**config.mk**
```make
export PLATFORM = sky130hd
export DESIGN_NAME = serial_port
export DESIGN_NICKNAME = d
export VERILOG_FILES = /design/src/rtl/serial_port_pkg.sv /design/src/rtl/serial_fifo.sv /design/src/rtl/serial_port.sv
export SDC_FILE = /design/constraint.sdc
export NUM_CORES = 1
export LEC_CHECK = 0
export CAP_MARGIN = 20
export CORE_ASPECT_RATIO = 1.5
export CORE_MARGIN = 10
export CORE_UTILIZATION = 45
export DETAILED_ROUTE_END_ITERATION = 7
export PLACE_DENSITY = 0.72
export SKIP_CTS_REPAIR_TIMING = 1
export SYNTH_ARGS = -nofsm -noshare
export SYNTH_HDL_FRONTEND = slang
export SYNTH_SLANG_ARGS = --single-unit
```
**constraint.sdc**
```tcl
create_clock -name clk -period 12.1 [get_ports clk]
set_input_delay 3.025 -clock clk [delete_from_list [all_inputs] [get_ports clk]]
set_output_delay 3.025 -clock clk [all_outputs]
set_load 0.05 [all_outputs]
```
**src/rtl/serial_port_pkg.sv**
```systemverilog
// Shared definitions for the serial port: register map, STATUS bit
// positions, FSM state encodings and the divisor clamp helper.
package serial_port_pkg;

    // Register select values on adrBusLo
    localparam logic [1:0] REG_DATA   = 2'd0;
    localparam logic [1:0] REG_STATUS = 2'd1;
    localparam logic [1:0] REG_DIV_LO = 2'd2;
    localparam logic [1:0] REG_DIV_HI = 2'd3;

    // STATUS register bit positions
    localparam int unsigned ST_RX_AVAIL    = 0;
    localparam int unsigned ST_TX_NOT_FULL = 1;
    localparam int unsigned ST_TX_BUSY     = 2;
    localparam int unsigned ST_RX_OVERRUN  = 3;
    localparam int unsigned ST_FRAME_ERR   = 4;

    // Shortest bit time the shifters will run at
    localparam logic [15:0] MIN_DIV = 16'd16;

    typedef enum logic [1:0] {
        TX_IDLE,
        TX_START,
        TX_DATA,
        TX_STOP
    } tx_state_e;

    typedef enum logic [1:0] {
        RX_IDLE,
        RX_START,
        RX_DATA,
        RX_STOP
    } rx_state_e;

    // Bit time actually used for a programmed divisor
    function automatic logic [15:0] eff_div(input logic [15:0] div);
        return (div < MIN_DIV) ? MIN_DIV : div;
    endfunction

endpackage

```
**src/rtl/serial_fifo.sv**
```systemverilog
// Synchronous FIFO used for both the TX and RX byte queues.
// Ports:
//   clk_i, rst_i   clock, synchronous active-high reset (empties the FIFO)
//   push_i         write wdata_i; accepted when not full or when popping
//   pop_i          advance head; ignored when empty
//   wdata_i        data to push
//   rdata_o        current head entry (valid when !empty_o)
//   empty_o/full_o occupancy flags
module serial_fifo #(
    parameter int unsigned WIDTH = 8,
    parameter int unsigned DEPTH = 4
) (
    input  logic             clk_i,
    input  logic             rst_i,
    input  logic             push_i,
    input  logic             pop_i,
    input  logic [WIDTH-1:0] wdata_i,
    output logic [WIDTH-1:0] rdata_o,
    output logic             empty_o,
    output logic             full_o
);

    localparam int unsigned AW = $clog2(DEPTH);
    localparam logic [AW:0] FULL_CNT = (AW+1)'(DEPTH);

    logic [WIDTH-1:0] mem_q [DEPTH];
    logic [AW-1:0]    wr_ptr_q, rd_ptr_q;
    logic [AW:0]      count_q;
    logic             do_push, do_pop;

    assign empty_o = (count_q == '0);
    assign full_o  = (count_q == FULL_CNT);
    assign rdata_o = mem_q[rd_ptr_q];

    // A pop frees the slot in the same cycle, so a full FIFO still accepts a push
    assign do_pop  = pop_i && !empty_o;
    assign do_push = push_i && (!full_o || do_pop);

    always_ff @(posedge clk_i) begin
        if (rst_i) begin
            wr_ptr_q <= '0;
            rd_ptr_q <= '0;
            count_q  <= '0;
        end else begin
            if (do_push) wr_ptr_q <= wr_ptr_q + 1'b1;
            if (do_pop)  rd_ptr_q <= rd_ptr_q + 1'b1;
            case ({do_push, do_pop})
                2'b10:   count_q <= count_q + 1'b1;
                2'b01:   count_q <= count_q - 1'b1;
                default: count_q <= count_q;
            endcase
        end
    end

    always_ff @(posedge clk_i) begin
        if (do_push) mem_q[wr_ptr_q] <= wdata_i;
    end

endmodule

```
**src/rtl/serial_port.sv**
```systemverilog
// Memory-mapped 8N1 serial port with TX/RX FIFOs and programmable divisor.
// Ports:
//   clk, rst          clock, synchronous active-high reset
//   srlEn, rw         active-low select, read(1)/write(0)
//   adrBusLo, datIn   register select and write data
//   datOut, datOutEn  combinational read data and its drive enable
//   rxd, txd          serial input (asynchronous) and output, both idle high
//   irq               active-low, asserted while received data is waiting
module serial_port
    import serial_port_pkg::*;
#(
    parameter logic [15:0] DIV_RESET  = 16'd833,
    parameter int unsigned FIFO_DEPTH = 4
) (
    input  logic       clk,
    input  logic       rst,
    input  logic       srlEn,
    input  logic       rw,
    input  logic [1:0] adrBusLo,
    input  logic [7:0] datIn,
    output logic [7:0] datOut,
    output logic       datOutEn,
    input  logic       rxd,
    output logic       txd,
    output logic       irq
);

    logic        bus_wr, bus_rd, status_wr;
    logic [15:0] div_q;
    logic        rx_overrun_q, frame_err_q;

    assign bus_wr    = !srlEn && !rw;
    assign bus_rd    = !srlEn && rw;
    assign status_wr = bus_wr && (adrBusLo == REG_STATUS);
    assign datOutEn  = bus_rd;

    // ---------------- FIFOs ----------------
    logic       tx_pop, tx_empty, tx_full;
    logic [7:0] tx_head;
    logic       rx_push, rx_pop, rx_empty, rx_full;
    logic [7:0] rx_head;

    assign rx_pop = bus_rd && (adrBusLo == REG_DATA);

    serial_fifo #(.WIDTH(8), .DEPTH(FIFO_DEPTH)) u_tx_fifo (
        .clk_i(clk), .rst_i(rst),
        .push_i(bus_wr && (adrBusLo == REG_DATA)), .pop_i(tx_pop),
        .wdata_i(datIn), .rdata_o(tx_head),
        .empty_o(tx_empty), .full_o(tx_full)
    );

    // ---------------- TX ----------------
    tx_state_e   tx_state_q, tx_state_d;
    logic [15:0] tx_cnt_q, tx_cnt_d, tx_bitdiv_q, tx_bitdiv_d;
    logic [2:0]  tx_bitidx_q, tx_bitidx_d;
    logic [7:0]  tx_shreg_q, tx_shreg_d;
    logic        tx_bit_end;

    always_comb begin
        tx_state_d  = tx_state_q;
        tx_cnt_d    = tx_cnt_q + 16'd1;
        tx_bitdiv_d = tx_bitdiv_q;
        tx_bitidx_d = tx_bitidx_q;
        tx_shreg_d  = tx_shreg_q;
        tx_pop      = 1'b0;
        txd         = 1'b1;
        tx_bit_end  = (tx_cnt_q == tx_bitdiv_q - 16'd1);
        // Divisor is re-latched at every bit boundary so writes take effect there
        if (tx_state_q != TX_IDLE && tx_bit_end) begin
            tx_cnt_d    = '0;
            tx_bitdiv_d = eff_div(div_q);
        end
        case (tx_state_q)
            TX_IDLE: begin
                tx_cnt_d = '0;
                if (!tx_empty) begin
                    tx_pop      = 1'b1;
                    tx_shreg_d  = tx_head;
                    tx_bitdiv_d = eff_div(div_q);
                    tx_state_d  = TX_START;
                end
            end
            TX_START: begin
                txd = 1'b0;
                if (tx_bit_end) begin
                    tx_bitidx_d = '0;
                    tx_state_d  = TX_DATA;
                end
            end
            TX_DATA: begin
                txd = tx_shreg_q[0];
                if (tx_bit_end) begin
                    tx_shreg_d = {1'b0, tx_shreg_q[7:1]};
                    if (tx_bitidx_q == 3'd7) tx_state_d  = TX_STOP;
                    else                     tx_bitidx_d = tx_bitidx_q + 3'd1;
                end
            end
            TX_STOP: begin
                if (tx_bit_end) begin
                    if (!tx_empty) begin
                        tx_pop     = 1'b1;
                        tx_shreg_d = tx_head;
                        tx_state_d = TX_START;
                    end else begin
                        tx_state_d = TX_IDLE;
                    end
                end
            end
            default: tx_state_d = TX_IDLE;
        endcase
    end

    // ---------------- RX ----------------
    rx_state_e   rx_state_q, rx_state_d;
    logic [15:0] rx_cnt_q, rx_cnt_d, rx_bitdiv_q, rx_bitdiv_d;
    logic [2:0]  rx_bitidx_q, rx_bitidx_d;
    logic [7:0]  rx_shreg_q, rx_shreg_d;
    logic        rx_meta_q, rx_sync_q, rx_prev_q;
    logic        rx_sample, rx_set_ovr, rx_set_ferr;

    serial_fifo #(.WIDTH(8), .DEPTH(FIFO_DEPTH)) u_rx_fifo (
        .clk_i(clk), .rst_i(rst),
        .push_i(rx_push), .pop_i(rx_pop),
        .wdata_i(rx_shreg_q), .rdata_o(rx_head),
        .empty_o(rx_empty), .full_o(rx_full)
    );

    always_comb begin
        rx_state_d  = rx_state_q;
        rx_cnt_d    = rx_cnt_q + 16'd1;
        rx_bitdiv_d = rx_bitdiv_q;
        rx_bitidx_d = rx_bitidx_q;
        rx_shreg_d  = rx_shreg_q;
        rx_push     = 1'b0;
        rx_set_ovr  = 1'b0;
        rx_set_ferr = 1'b0;
        // Start bit is checked at half a bit time, later bits one full bit apart
        rx_sample = (rx_state_q == RX_START)
                  ? (rx_cnt_q == {1'b0, rx_bitdiv_q[15:1]} - 16'd1)
                  : (rx_cnt_q == rx_bitdiv_q - 16'd1);
        if (rx_state_q != RX_IDLE && rx_sample) begin
            rx_cnt_d    = '0;
            rx_bitdiv_d = eff_div(div_q);
        end
        case (rx_state_q)
            RX_IDLE: begin
                rx_cnt_d = '0;
                if (rx_prev_q && !rx_sync_q) begin
                    rx_bitdiv_d = eff_div(div_q);
                    rx_state_d  = RX_START;
                end
            end
            RX_START: begin
                if (rx_sample) begin
                    if (rx_sync_q) begin
                        rx_state_d = RX_IDLE;
                    end else begin
                        rx_bitidx_d = '0;
                        rx_state_d  = RX_DATA;
                    end
                end
            end
            RX_DATA: begin
                if (rx_sample) begin
                    rx_shreg_d = {rx_sync_q, rx_shreg_q[7:1]};
                    if (rx_bitidx_q == 3'd7) rx_state_d  = RX_STOP;
                    else                     rx_bitidx_d = rx_bitidx_q + 3'd1;
                end
            end
            RX_STOP: begin
                if (rx_sample) begin
                    rx_state_d = RX_IDLE;
                    if (rx_sync_q) begin
                        rx_push    = 1'b1;
                        // A same-cycle CPU pop makes room, so no overrun then
                        rx_set_ovr = rx_full && !rx_pop;
                    end else begin
                        rx_set_ferr = 1'b1;
                    end
                end
            end
            default: rx_state_d = RX_IDLE;
        endcase
    end

    // ---------------- State registers ----------------
    always_ff @(posedge clk) begin
        if (rst) begin
            tx_state_q   <= TX_IDLE;
            tx_cnt_q     <= '0;
            tx_bitdiv_q  <= MIN_DIV;
            tx_bitidx_q  <= '0;
            tx_shreg_q   <= '0;
            rx_state_q   <= RX_IDLE;
            rx_cnt_q     <= '0;
            rx_bitdiv_q  <= MIN_DIV;
            rx_bitidx_q  <= '0;
            rx_shreg_q   <= '0;
            rx_meta_q    <= 1'b1;
            rx_sync_q    <= 1'b1;
            rx_prev_q    <= 1'b1;
            div_q        <= DIV_RESET;
            rx_overrun_q <= 1'b0;
            frame_err_q  <= 1'b0;
        end else begin
            tx_state_q   <= tx_state_d;
            tx_cnt_q     <= tx_cnt_d;
            tx_bitdiv_q  <= tx_bitdiv_d;
            tx_bitidx_q  <= tx_bitidx_d;
            tx_shreg_q   <= tx_shreg_d;
            rx_state_q   <= rx_state_d;
            rx_cnt_q     <= rx_cnt_d;
            rx_bitdiv_q  <= rx_bitdiv_d;
            rx_bitidx_q  <= rx_bitidx_d;
            rx_shreg_q   <= rx_shreg_d;
            rx_meta_q    <= rxd;
            rx_sync_q    <= rx_meta_q;
            rx_prev_q    <= rx_sync_q;
            if (bus_wr && adrBusLo == REG_DIV_LO) div_q[7:0]  <= datIn;
            if (bus_wr && adrBusLo == REG_DIV_HI) div_q[15:8] <= datIn;
            // A new error in the clearing cycle is kept
            rx_overrun_q <= (rx_overrun_q && !status_wr) || rx_set_ovr;
            frame_err_q  <= (frame_err_q  && !status_wr) || rx_set_ferr;
        end
    end

    // ---------------- Read mux ----------------
    always_comb begin
        datOut = '0;
        case (adrBusLo)
            REG_DATA:   datOut = rx_empty ? 8'h00 : rx_head;
            REG_STATUS: begin
                datOut[ST_RX_AVAIL]    = !rx_empty;
                datOut[ST_TX_NOT_FULL] = !tx_full;
                datOut[ST_TX_BUSY]     = (tx_state_q != TX_IDLE);
                datOut[ST_RX_OVERRUN]  = rx_overrun_q;
                datOut[ST_FRAME_ERR]   = frame_err_q;
            end
            REG_DIV_LO: datOut = div_q[7:0];
            default:    datOut = div_q[15:8];
        endcase
    end

    assign irq = rx_empty;

endmodule
```
==> results_dict.tcl, run 1 <==
set metrics [dict create \
    status "completed" \
    yosysTopAreaCellShare_pct 27.3 \
    htreeDepth 4 \
    timing.final.hold_violations 0 \
    combPwrFrac_pct 24.9 \
    hold_ws_ns 0.417 \
    syn_area_per_cell_um2 10.0 \
    critPathRequiredTime_ns 9.07 \
    drc 0 \
    worstPathMaxFanout 23 \
    seqCellArea_um2 4500 \
    fill_cells 1807 \
    io-pin-count 26 \
    internal-power_mw 1.18 \
    dp.cells 1197 \
    worstHoldPathType "reg -> reg" \
    skew_ns 0.00863 \
    grt_pass1_wl_mm 32.4 \
    die_w_um 138 \
    grt_max_degree 84 \
    min_period_ns 8.88 \
    tns_ns 0 \
    setup_ws_ns 3.22 \
    nets 991 \
    vias 6781 \
    antennaDiodeCount 0 \
    port_buffers 25 \
    synth_most_common_cell "nor2_1" \
    drtIter0Drc 367 \
    chipHeight_um 198 \
    crit_arrival_ns 5.86 \
    rows 64 \
    fin_cells 1230 \
    clockBufferDepth 2 \
    synth_cells 946 \
    ir_worst_vdd_v 0.000118 \
    stdcell_area_um2 10500 \
    ant_nets 0 \
    dpl_cell_area_um2 9890 \
    ys_seq_area_share_pct 47.6 \
    rrSetupSlack_ns 7.53 \
    p_leak_nw 3.82 \
    power_density_nw_per_um2 163 \
    synth_warnings 0 \
    reg2reg_depth 11 \
    grt_overflow_total 0 \
    worstSetupStartpointType "input port" \
    synth_nets 984 \
    max_cap_violations 0 \
    path_class "in -> out" \
    area_delta_synth_final_pct 10.5 \
    wl_per_cell_um 16.1 \
    synth-edff-count 64 \
    ys_ff_latch 193 \
    final_layout_size_suffix_gt1_share_pct 8.18 \
    fin_crit_sh_pct 73.4 \
    start_util_pct 46.0 \
    vias_per_cell 5.51 \
    cts_inserted_buffers 17 \
    dp_hpwl_mm 14.2 \
    yosys-top-cells-count "nor2_1 (138), dfxtp_1 (129), nand2_1 (82)" \
    drtPass1Iterations 6 \
    yosysUniqueCellTypes 71 \
    clock_latency_ns 0.43 \
    cts_tree "built" \
    seqPwrFrac_pct 44.0 \
    pwr-share-clk_pct 31.1 \
    max_freq_mhz 113 \
    worst_pin_slew_ns 1.04 \
    grt_pass1_vias 6477 \
    place.gp.congestion 0.850 \
    routed_wl_mm 19.8 \
    slew_viol_final 0 \
    setup_viol 0 \
    core_um2 20600 \
    min_path_cells 1 \
    ys.flop_type "dfxtp_1" \
    relSlewSlack_pct 30.1 \
    antenna_found_initial 0 \
    die-area_um2 27300 \
    dp_slack_ns 3.27 \
    synth_top_cells_by_area "dfxtp_1 (27%), edfxtp_1 (20%), mux2i_1 (6.6%), nor2_1 (5.5%), mux4_2 (3.8%)" \
    multiInputGateArea_um2 4670 \
    cts_root_buffer "clkbuf_16" \
    ys_async_sr_fraction_pct 0 \
    track_usage_pct 14.2 \
    cts.sinks 193 \
    power_switching_share_pct 31.0 \
    rsz0062_at_grt "no" \
    cp-end-kind "output pin" \
    power_switching_uw 527 \
    netlist_area_um2 9460 \
    yosys.area.top_type "dfxtp_1" \
    cts.clk_slew.worst_paths_ns 0.06 \
]
-- sequential cells by signal, indices dropped and copies added, names as in the netlist, 2 cells and up, named ones only --
signal	count
tx_state_q	2
tx_cnt_q	16
tx_shreg_q	8
div_q	16
u_rx_fifo.count_q	3
u_rx_fifo.rd_ptr_q	2
rx_bitidx_q	3
u_tx_fifo.mem_q	32
tx_bitdiv_q	16
rx_shreg_q	8
rx_bitdiv_q	16
u_tx_fifo.count_q	3
rx_cnt_q	16
u_rx_fifo.wr_ptr_q	2
tx_bitidx_q	3
u_tx_fifo.wr_ptr_q	2
u_tx_fifo.rd_ptr_q	2
u_rx_fifo.mem_q	32
-- layout by cell type (no fill, tap or decap), types with 9 or more instances in the layout --
cell,synthesis,layout
mux2i_1,62,62
xnor2_1,34,34
and3_1,9,9
nand2b_1,10,10
mux4_2,16,16
nand4_1,12,12
inv_1,31,31
edfxtp_1,64,64
mux2_2,9,9
nor4_1,9,9
dfxtp_1,129,129
xor2_1,35,35
nor2b_1,16,16
nor2_1,138,138
nand3_1,31,31
o21ai_0,12,12
ha_1,21,21
nor3_1,17,17
nand2_1,82,82
and2_1,15,15
a21oi_1,46,46
clkbuf_16,0,17
clkdlybuf4s50_1,0,24
or3_1,11,11
-- power by group through the flow --
stage	clock network (mW)	logic, mW	registers [mW]
final	0.529	0.425	0.749
after global routing	0.565	0.467	0.757
after CTS	0.541	0.425	0.750
after detailed placement	0	0.422	0.764
after global placement	0	0.416	0.763
after floorplan	0	0.369	0.740
-- routing by layer --
metal | GRT usage [%] | part of all wire [%] | up-vias
met5 | 0 | 0 | -
met4 | 5.29 | 2.2 | 0
met3 | 2.53 | 2.6 | 25
met2 | 25.5 | 51 | 114
met1 | 16.5 | 44 | 3264
li1 | - | - | 3378
-- cells by family after synthesis --
| kind of cell | after synthesis | share of synthesized area (%) |
|---|---|---|
| DFF | 193 | 47.6 |
| adders and majority gates | 23 | 3.20 |
| buffers and inverters | 72 | 3.00 |
| muxes | 87 | 11.4 |
| and+or+nand+nor | 381 | 19.5 |
| xor gates and xnor gates | 69 | 6.39 |
| AOI/OAI and AO/OA | 121 | 8.86 |
-- worst max-delay path, stage by stage --
cell	delay [ns]
clkdlybuf4s50_1	0.88
nor3_1	0.73
nand2_1	0.12
o21ai_0	0.20
clkdlybuf4s50_1	0.89
-- layout make-up --
| type | count | area share [%] |
|---|---|---|
| multi-input combinational | 681 | 44.7 |
| sequential | 193 | 43.1 |
| clock buffer | 21 | 4.44 |
| tap | 264 | 3.16 |
| timing repair buffer | 29 | 2.63 |
| inverter | 31 | 1.11 |
| clock inverter | 11 | 0.898 |
-- final timing paths --
check,to,start
worst max-delay path,datOut[6],adrBusLo[0]
worst min-delay path,rx_sync_q$_SDFF_PP1_,rx_meta_q$_SDFF_PP1_
worst max register to register,u_rx_fifo.mem_q[2][4]$_DFFE_PP_,rx_state_q[0]$_SDFFE_PP0P_
worst min register to register,rx_sync_q$_SDFF_PP1_,rx_meta_q$_SDFF_PP1_
-- metrics by stage --
step	total power, mW	util [%]
finish	1.70	50.8
global route	1.79	50.8
CTS	1.72	50.8
detailed placement	1.19	48.1
global placement	1.18	48.1
floorplan	1.11	-
No activity file was read; power rests on OpenSTA's default activity.
==> inputs of run 2 (changes only) <==
--- a/config.mk
+++ b/config.mk
@@ -10,7 +10,7 @@
 export CORE_MARGIN = 10
 export CORE_UTILIZATION = 45
 export DETAILED_ROUTE_END_ITERATION = 7
-export PLACE_DENSITY = 0.72
+export PLACE_DENSITY = 0.75
 export SKIP_CTS_REPAIR_TIMING = 1
 export SYNTH_ARGS = -nofsm -noshare
 export SYNTH_HDL_FRONTEND = slang
==> constraint.sdc (replaced) <==
create_clock -name clk -period 8 [get_ports clk]
set_input_delay 2 -clock clk [delete_from_list [all_inputs] [get_ports clk]]
set_output_delay 2 -clock clk [all_outputs]
set_load 0.05 [all_outputs]
==> results_dict.tcl, run 2 (same netlist as run 1, synthesis figures left out) <==
set metrics [dict create \
    drtIter0Drc 377 \
    crit_chain "clkdlybuf4s50_1 > nor3_1 > nand2_1 > o21ai_0 > clkdlybuf4s50_1" \
    cts.sinks 193 \
    crit_path_start "adrBusLo[1]" \
    clockBufferDepth 2 \
    wl_per_cell_um 16.2 \
    die-area_um2 27300 \
    rows 64 \
    track_usage_pct 14.5 \
    power_density_nw_per_um2 258 \
    routed_wl_mm 20.0 \
    core_um2 20600 \
    cts_root_buffer "clkbuf_16" \
    port_buffers 25 \
    vias_per_cell 5.52 \
    slew_viol_final 0 \
    relSlewSlack_pct 34.6 \
    layout_common_cells "nor2_1 (138), dfxtp_1 (129), nand2_1 (82), edfxtp_1 (64), mux2i_1 (62)" \
    pwr-share-clk_pct 35.0 \
    cp.depth 5 \
    worstSetupStartpointType "input port" \
    dp_slack_ns 1.53 \
    max_cap_violations 0 \
    htreeDepth 4 \
    cp_top_family "buffers and inverters" \
    grt_pass1_wl_mm 33.2 \
    timing.final.hold_violations 0 \
    status "completed" \
    cpMaxStageDelayCell "clkdlybuf4s50_1" \
    critPathRequiredTime_ns 6.00 \
    start_util_pct 46.0 \
    drtPass1Iterations 5 \
    cts_tree "built" \
    dp_hpwl_mm 14.0 \
    cts_inserted_buffers 17 \
    power_switching_uw 805 \
    chipHeight_um 198 \
    antenna_found_initial 0 \
    final_layout_size_suffix_gt1_share_pct 8.26 \
    antennaDiodeCount 0 \
    cts.clk_slew.worst_paths_ns 0.06 \
    dpl_cell_area_um2 9910 \
    setup_ws_ns 1.50 \
    reg2reg_depth 11 \
    min_period_ns 6.50 \
    cp_slowest_stage_delay_ns 0.90 \
    power_switching_share_pct 29.4 \
    path_common_cell "clkdlybuf4s50_1" \
    r2r-start "rx_state_q[0]$_SDFFE_PP0P_" \
    grt_max_degree 80 \
    p_leak_nw 3.88 \
    grt_pass1_vias 6643 \
    crit_arrival_ns 4.50 \
    place.gp.congestion 0.839 \
    seqPwrFrac_pct 41.5 \
    combPwrFrac_pct 23.5 \
    reg.largest.list "u_rx_fifo.mem_q: 32 flops, u_tx_fifo.mem_q: 32 flops" \
    worstPathMaxFanout 14 \
    max_freq_mhz 154 \
    fin_crit_sh_pct 81.2 \
    drc 0 \
    hold_ws_ns 0.424 \
    nets 993 \
    die_w_um 138 \
    io-pin-count 26 \
    clock_latency_ns 0.43 \
    area_delta_synth_final_pct 11.8 \
    ant_nets 0 \
    rrSetupSlack_ns 3.40 \
    setup_viol 0 \
    grt_overflow_total 0 \
    ir_worst_vdd_v 0.000213 \
    skew_ns 0.00973 \
    layout_commonest_cell "nor2_1" \
    stdcell_area_um2 10600 \
    worstHoldPathType "reg -> reg" \
    internal-power_mw 1.93 \
    r2r_end "u_rx_fifo.mem_q[1][4]$_DFFE_PP_" \
    tns_ns 0 \
    path_class "in -> out" \
    worst_pin_slew_ns 0.974 \
    rsz0062_at_grt "no" \
    worstPathBufferInverterCount 2 \
    critPathCapture "datOut[6]" \
    cp-end-kind "output pin" \
    min_path_cells 1 \
    vias 6801 \
]
[run 2: cell types whose count changed in the layout (fill, tap and decap cells not counted), sizes merged]
cell    before  now
bufinv       1    6
clkbuf      22   18
buf          4    7
inv         35   33
[run 2: metrics by stage]
step / total power, mW / std cells / util [%]
floorplan: 1.68 / 946 / -
global placement: 1.78 / 1199 / 48.1
detailed placement: 1.79 / 1200 / 48.2
CTS: 2.75 / 1232 / 51.4
global route: 2.86 / 1232 / 51.4
finish: 2.73 / 1232 / 51.4
[run 2: worst min-delay path by stage]
| stage | startpoint | to | slack, ns |
|---|---|---|---|
| after floorplan | rx_meta_q$_SDFF_PP1_ | rx_sync_q$_SDFF_PP1_ | 0.39 |
| after CTS | rx_meta_q$_SDFF_PP1_ | rx_sync_q$_SDFF_PP1_ | 0.43 |
| after global routing | rx_meta_q$_SDFF_PP1_ | rx_sync_q$_SDFF_PP1_ | 0.43 |
| after global placement | rx_meta_q$_SDFF_PP1_ | rx_sync_q$_SDFF_PP1_ | 0.40 |
| final | rx_meta_q$_SDFF_PP1_ | rx_sync_q$_SDFF_PP1_ | 0.42 |
| after detailed placement | rx_meta_q$_SDFF_PP1_ | rx_sync_q$_SDFF_PP1_ | 0.40 |
[run 2: routing by layer]
layer	track usage [%]	vias to the layer above	share of wire [%]
met1	16.7	3256	42
met2	25.7	127	52
met5	0	-	0
met4	7.17	0	3.0
li1	-	3375	-
met3	2.26	43	3.2
[run 2: power groups by stage]
stage | Combinational, mW | Sequential, mW | Clock [mW]
6_report | 0.641 | 1.14 | 0.957
5_1_grt | 0.711 | 1.14 | 1.01
4_1_cts | 0.643 | 1.13 | 0.969
3_5_place_dp | 0.638 | 1.15 | 0
3_3_place_gp | 0.624 | 1.15 | 0
2_1_floorplan | 0.558 | 1.12 | 0
[run 2: cell type report]
| type | count | area [um^2] |
|---|---|---|
| Clock inverter | 14 | 235 |
| Fill cell | 1808 | 10000 |
| Timing Repair Buffer | 31 | 290 |
| Multi-Input combinational cell | 681 | 4670 |
| Sequential cell | 193 | 4500 |
| Inverter | 31 | 116 |
| Clock buffer | 18 | 429 |
| Tap cell | 264 | 330 |
